$ cat config.mk
export PLATFORM = sky130hd
export DESIGN_NAME = alu_share_arbiter
export DESIGN_NICKNAME = d
export VERILOG_FILES = /design/src/rtl/alu_pkg.sv /design/src/rtl/alu_share_arbiter_rr_arb2.sv /design/src/rtl/alu_share_arbiter.sv
export SDC_FILE = /design/constraint.sdc
export NUM_CORES = 1
export LEC_CHECK = 0
export BUFFER_PORTS_ARGS = -buffer_cell sky130_fd_sc_hd__clkbuf_2
export CELL_PAD_IN_SITES_DETAIL_PLACEMENT = 0
export CELL_PAD_IN_SITES_GLOBAL_PLACEMENT = 1
export CORE_MARGIN = 3
export CORE_UTILIZATION = 19
export DETAILED_ROUTE_END_ITERATION = 10
export GPL_TIMING_DRIVEN = 0
export PLACE_DENSITY_LB_ADDON = 0.1
export SLEW_MARGIN = 20
export SYNTH_ARGS = -nofsm -noshare
export SYNTH_HDL_FRONTEND = slang
export SYNTH_SLANG_ARGS = --single-unit
export TNS_END_PERCENT = 5
$ cat constraint.sdc
create_clock -name CLK -period 2 [get_ports CLK]
set_input_delay 0 -clock CLK [delete_from_list [all_inputs] [get_ports CLK]]
set_output_delay 0 -clock CLK [all_outputs]
set_load 0.02 [all_outputs]
$ cat src/rtl/alu_pkg.sv
`default_nettype none
// +----------------------------------------------------------------------------
// | alu_pkg : shared widths and op codes for the 16-bit ALU and its arbiter
// | Revision: 1.0
// +----------------------------------------------------------------------------
package alu_pkg;

  localparam int DATA_W = 16;
  localparam int OP_W   = 4;

  localparam logic [3:0] ALU_ADD   = 4'b0000;
  localparam logic [3:0] ALU_SUB   = 4'b0001;
  localparam logic [3:0] ALU_AND   = 4'b0010;
  localparam logic [3:0] ALU_OR    = 4'b0011;
  localparam logic [3:0] ALU_NOT   = 4'b0100;
  localparam logic [3:0] ALU_SRA   = 4'b0101;
  localparam logic [3:0] ALU_SLL   = 4'b0110;
  localparam logic [3:0] ALU_SLT   = 4'b0111;
  localparam logic [3:0] ALU_ZERO  = 4'b1000;
  localparam logic [3:0] ALU_PASSA = 4'b1001;
  localparam logic [3:0] ALU_LNOT  = 4'b1010;
  localparam logic [3:0] ALU_NEQ   = 4'b1011;
  localparam logic [3:0] ALU_PASSB = 4'b1100;

  localparam logic [3:0] OP_MAX = ALU_PASSB;

endpackage
`default_nettype wire

$ cat src/rtl/alu_share_arbiter_rr_arb2.sv
`default_nettype none
// +----------------------------------------------------------------------------
// | rr_arb2 : two-input round-robin grant, pointer moves only on accept
// | Config : ALU_ARB_FIXED_PRIO_EN selects fixed priority (input 0 wins)
// | Revision: 1.0
// +----------------------------------------------------------------------------
module rr_arb2 (
  input  logic clk,
  input  logic rst,
  input  logic valid0,
  input  logic valid1,
  input  logic accept,
  input  logic accept_id,
  output logic grant0,
  output logic grant1
);

`ifdef ALU_ARB_FIXED_PRIO_EN
  logic unused_inputs;
  assign unused_inputs = &{1'b0, clk, rst, accept, accept_id};

  assign grant0 = valid0;
  assign grant1 = valid1 & ~valid0;
`else
  logic rr_ptr;

  assign grant0 = valid0 & (~valid1 | ~rr_ptr);
  assign grant1 = valid1 & (~valid0 |  rr_ptr);

  // The winner just served drops to lowest priority for the next contention.
  always_ff @(posedge clk) begin
    if (rst) begin
      rr_ptr <= 1'b0;
    end else if (accept) begin
      rr_ptr <= ~accept_id;
    end
  end
`endif

endmodule
`default_nettype wire

$ cat src/rtl/alu_share_arbiter.sv
`default_nettype none
// +----------------------------------------------------------------------------
// | alu_share_arbiter : shares one combinational ALU between EX and branch unit
// | Config : ALU_ARB_FIXED_PRIO_EN (fixed priority instead of round-robin)
// | Revision: 1.0
// +----------------------------------------------------------------------------
module alu_share_arbiter
  import alu_pkg::*;
#(
  parameter int               DATA_W = 16,
  parameter int               OP_W   = 4,
  parameter logic [OP_W-1:0]  OP_MAX = 4'b1100
) (
  input  logic              CLK,
  input  logic              RST,
  input  logic              req0_valid,
  output logic              req0_ready,
  input  logic [DATA_W-1:0] req0_first,
  input  logic [DATA_W-1:0] req0_second,
  input  logic [OP_W-1:0]   req0_op,
  input  logic              req1_valid,
  output logic              req1_ready,
  input  logic [DATA_W-1:0] req1_first,
  input  logic [DATA_W-1:0] req1_second,
  input  logic [OP_W-1:0]   req1_op,
  output logic [DATA_W-1:0] alu_first,
  output logic [DATA_W-1:0] alu_second,
  output logic [OP_W-1:0]   alu_op,
  input  logic [DATA_W-1:0] alu_result,
  input  logic              alu_zero,
  output logic              resp_valid,
  input  logic              resp_ready,
  output logic              resp_id,
  output logic [DATA_W-1:0] resp_result,
  output logic              resp_zero,
  output logic              resp_err
);

  localparam logic [0:0] ST_EMPTY = 1'b0;
  localparam logic [0:0] ST_FULL  = 1'b1;

  logic [0:0] r_state;
  logic       w_grant0;
  logic       w_grant1;
  logic       w_out_free;
  logic       w_accept;
  logic       w_illegal;

  rr_arb2 u_arb (
    .clk       (CLK),
    .rst       (RST),
    .valid0    (req0_valid),
    .valid1    (req1_valid),
    .accept    (w_accept),
    .accept_id (w_grant1),
    .grant0    (w_grant0),
    .grant1    (w_grant1)
  );

  assign resp_valid = (r_state == ST_FULL);
  assign w_out_free = ~resp_valid | resp_ready;
  assign req0_ready = w_grant0 & w_out_free;
  assign req1_ready = w_grant1 & w_out_free;
  assign w_accept   = req0_ready | req1_ready;

  always_comb begin
    alu_first  = '0;
    alu_second = '0;
    alu_op     = OP_W'(ALU_ZERO);
    if (w_grant0) begin
      alu_first  = req0_first;
      alu_second = req0_second;
      alu_op     = req0_op;
    end else if (w_grant1) begin
      alu_first  = req1_first;
      alu_second = req1_second;
      alu_op     = req1_op;
    end
  end

  assign w_illegal = (alu_op > OP_MAX);

  // Illegal ops are still consumed so the requester never stalls on them.
  always_ff @(posedge CLK) begin
    if (RST) begin
      r_state     <= ST_EMPTY;
      resp_id     <= 1'b0;
      resp_result <= '0;
      resp_zero   <= 1'b0;
      resp_err    <= 1'b0;
    end else if (w_accept) begin
      r_state     <= ST_FULL;
      resp_id     <= w_grant1;
      resp_result <= w_illegal ? '0 : alu_result;
      resp_zero   <= w_illegal | alu_zero;
      resp_err    <= w_illegal;
    end else if (resp_ready) begin
      r_state     <= ST_EMPTY;
    end
  end

endmodule
`default_nettype wire

==> impl_results.md <==
* CP Class: flop to flop
* CP arrival at 1.97 ns
* Worst hold slack at 0.0196 ns
* Worst-path clk slew at 0.07 ns
* Post-synth top area cell: dfxtp_1
* Worst hold endpoint: u_arb.rr_ptr$_SDFFE_PP0P_
* Post-detailed-route count of antenna-violating nets at 0
* DRC at 0
* Largest net degree at the start of global routing at 12
* CTS tree: done
* Final Skew at 0.00351 ns
* Most frequent cells in the layout: clkbuf_2 (153), a22o_1 (37), dfxtp_1 (21), dlygate4sd3_1 (16), a22o_2 (13)
* Critical path, cell by cell: nand2b_1, a32o_1, a311oi_4, buf_6, a22o_2
* CP Capture Type: flop
* I/O Buffers at 150
* RSZ-0062 raised after global routing: false
* Core Footprint at 5640 sq um
* Slowest CP cell: a311oi_4
* Inst Count DP at 333
* Setup WS pre-CTS at 0.191 ns
* Critical Path Fanout Max at 10
* Maxcap violations at 0
* Remaining global-route overflow at 0
* Finished Layout Cells at 352
* Pre-Repair DR Iteration Count at 4
* Rows at 27
* Drt via density at 4.37
* Gate Count Post-Synth at 111
* Mapped Area at 1140 sq um
* Hold Startpoint: req1_valid
* Die Wd at 83.5 microns
* Total power at 1.29 mW
* Pwr dens at 592 nW/um^2
* Reg2Reg Capture Point: resp_result[2]$_SDFFE_PP0P_
* Inserted Clock Buffers at 3
* Layout cells sized above 1 at 0.639
* CP startpoint kind: flop
* Vias at 1537
* Avg Synthesized Cell Area at 10.3 sq um
* Initial drt markers at 52
* Clock buffer depth at 2
* DP HPWL at 3.91 mm
* Root Driver: clkbuf_8
* VDD IR max at 0.277 mV
* Slowest stage delay, CP at 0.48 ns
* Worst R2R Start: u_arb.rr_ptr$_SDFFE_PP0P_
* Most common cell after layout, fill and taps aside: clkbuf_2
* Worst endpoint required time at 2.20 ns
* Initial Util at 0.202
* Synth area leaders: dfxtp_1 (37%), a22o_1 (28%), a22o_2 (11%), clkbuf_1 (2.6%), a311oi_4 (2.3%)
* Wire per inst at 13.4 microns
* Final #Nets at 375
* Sink Count at 21
* CTS HTree Levels at 1
* Max Fclk at 565 MHz
* Cells on worst reg2reg path at 5
* Number of library cell types mapped by synthesis at 25
* Util after Layout at 0.387
* Max_slew headroom at 0.682
* IO Pins at 152
* GP Congestion at 0.706
* Die height at 83.5 microns
* Fin crit period at 1.77 ns
* R2R Setup Slk at 0.23 ns
* Yosys warns at 0
* Final instance area at 2190 sq um
* Net Count, Synth at 205
* First-pass GRT wire length at 7.72 mm
* Final setup viols at 0
* Antenna violations before repair at 0
* Crit share post-route at 0.885
* WL final at 4.73 mm
* Setup TNS at 0 ns
* Area share of the largest cell type after synthesis at 0.369
* Post-CTS setup buffers at 0
* #FFs+latches synth at 21
* Fin. Hold Viols at 0
* Status: finished, final reports clean
* Vias in the first global route at 1570
* Number of diodes at 0
* Sequential element share of the synthesized area at 0.369
* Placed cell area at 1980 sq um
* Total leakage power at 1.21 nW
* Hold Crit Class: input port to flop
* Die area at 6960 sq um
* Hold Crit Depth at 2
* Area grow syn2layout at 91.8%
* Final Max Tran Viols at 0
* Least-Margin Pin Slew at 0.472 ns
* Clk_lat worst skew at 0.25 ns
* Worst setup margin at 0.230 ns
* GRT Total Usage at 0.133
==> layout make-up <==
type                            instances  area (sq um)
Inverter                                3          11.3
Clock buffer                            4          45.0
Multi-Input combinational cell         76           648
Buffer                                 10          60.1
Tap cell                               72          90.1
Fill cell                             592          3460
Timing Repair Buffer                  166           911
Sequential cell                        21           420
==> layer usage <==
layer,routed length (microns),global-route usage,vias up
met5,0,0,-
met3,492,0.0365,2
met4,41,0.0439,0
met1,1870,0.157,659
li1,-,-,787
met2,2330,0.232,89
==> what timing repair did <==
item	4_1_cts	5_1_grt
hold buffers	16	0
hold endpoints to repair	16	0
gates resized for setup	3	0
gates cloned	0	0
setup endpoints to repair	30	30
==> cells by family after synthesis <==
| group | synth area share |
|---|---|
| and+or+nand+nor | 0.0593 |
| AOI/OAI and AO/OA | 0.509 |
| DFF | 0.369 |
| buffers and inverters | 0.0626 |
==> synthesized netlist by cell type <==
cell type / instances
nor2_1: 5
nand2_1: 1
clkbuf_1: 8
a21oi_1: 3
a22o_2: 13
a22o_1: 37
buf_6: 2
or2_2: 1
or2_1: 1
inv_1: 3
buf_4: 1
a311oi_1: 1
and3_2: 1
a311oi_4: 1
nand3_1: 1
a32oi_2: 1
a32o_2: 1
dfxtp_1: 21
a211oi_1: 2
o21a_1: 1
a32o_1: 1
and2_2: 1
nand2b_1: 2
o21ai_0: 1
a21boi_2: 1
==> registers in the layout, summed over array words and instances (netlist names) <==
register,cells
resp_valid,1
resp_id,1
resp_zero,1
u_arb.rr_ptr,1
resp_result,16
resp_err,1
==> critical path, delay by kind of cell, from the launching register on <==
family                 cells  cell delay [ns]
AO/OA/AOI/OAI              3             0.95
flip-flops                 1             0.34
AND/OR/NAND/NOR            1             0.22
buffers and inverters      1             0.20
==> power by group <==
group	switching, mW	internal, mW
Clock	0.129	0.142
Combinational	0.300	0.252
Sequential	0.0181	0.453
==> worst max-delay path by stage <==
stage,depth (start not counted),to,startpoint
finish,5,resp_result[2]$_SDFFE_PP0P_,u_arb.rr_ptr$_SDFFE_PP0P_
floorplan,5,resp_result[0]$_SDFFE_PP0P_,u_arb.rr_ptr$_SDFFE_PP0P_
CTS,6,alu_first[7],u_arb.rr_ptr$_SDFFE_PP0P_
global placement,5,resp_result[1]$_SDFFE_PP0P_,u_arb.rr_ptr$_SDFFE_PP0P_
detailed placement,6,alu_first[7],u_arb.rr_ptr$_SDFFE_PP0P_
global route,5,resp_result[8]$_SDFFE_PP0P_,u_arb.rr_ptr$_SDFFE_PP0P_
Power figures use the tool's default switching activity.
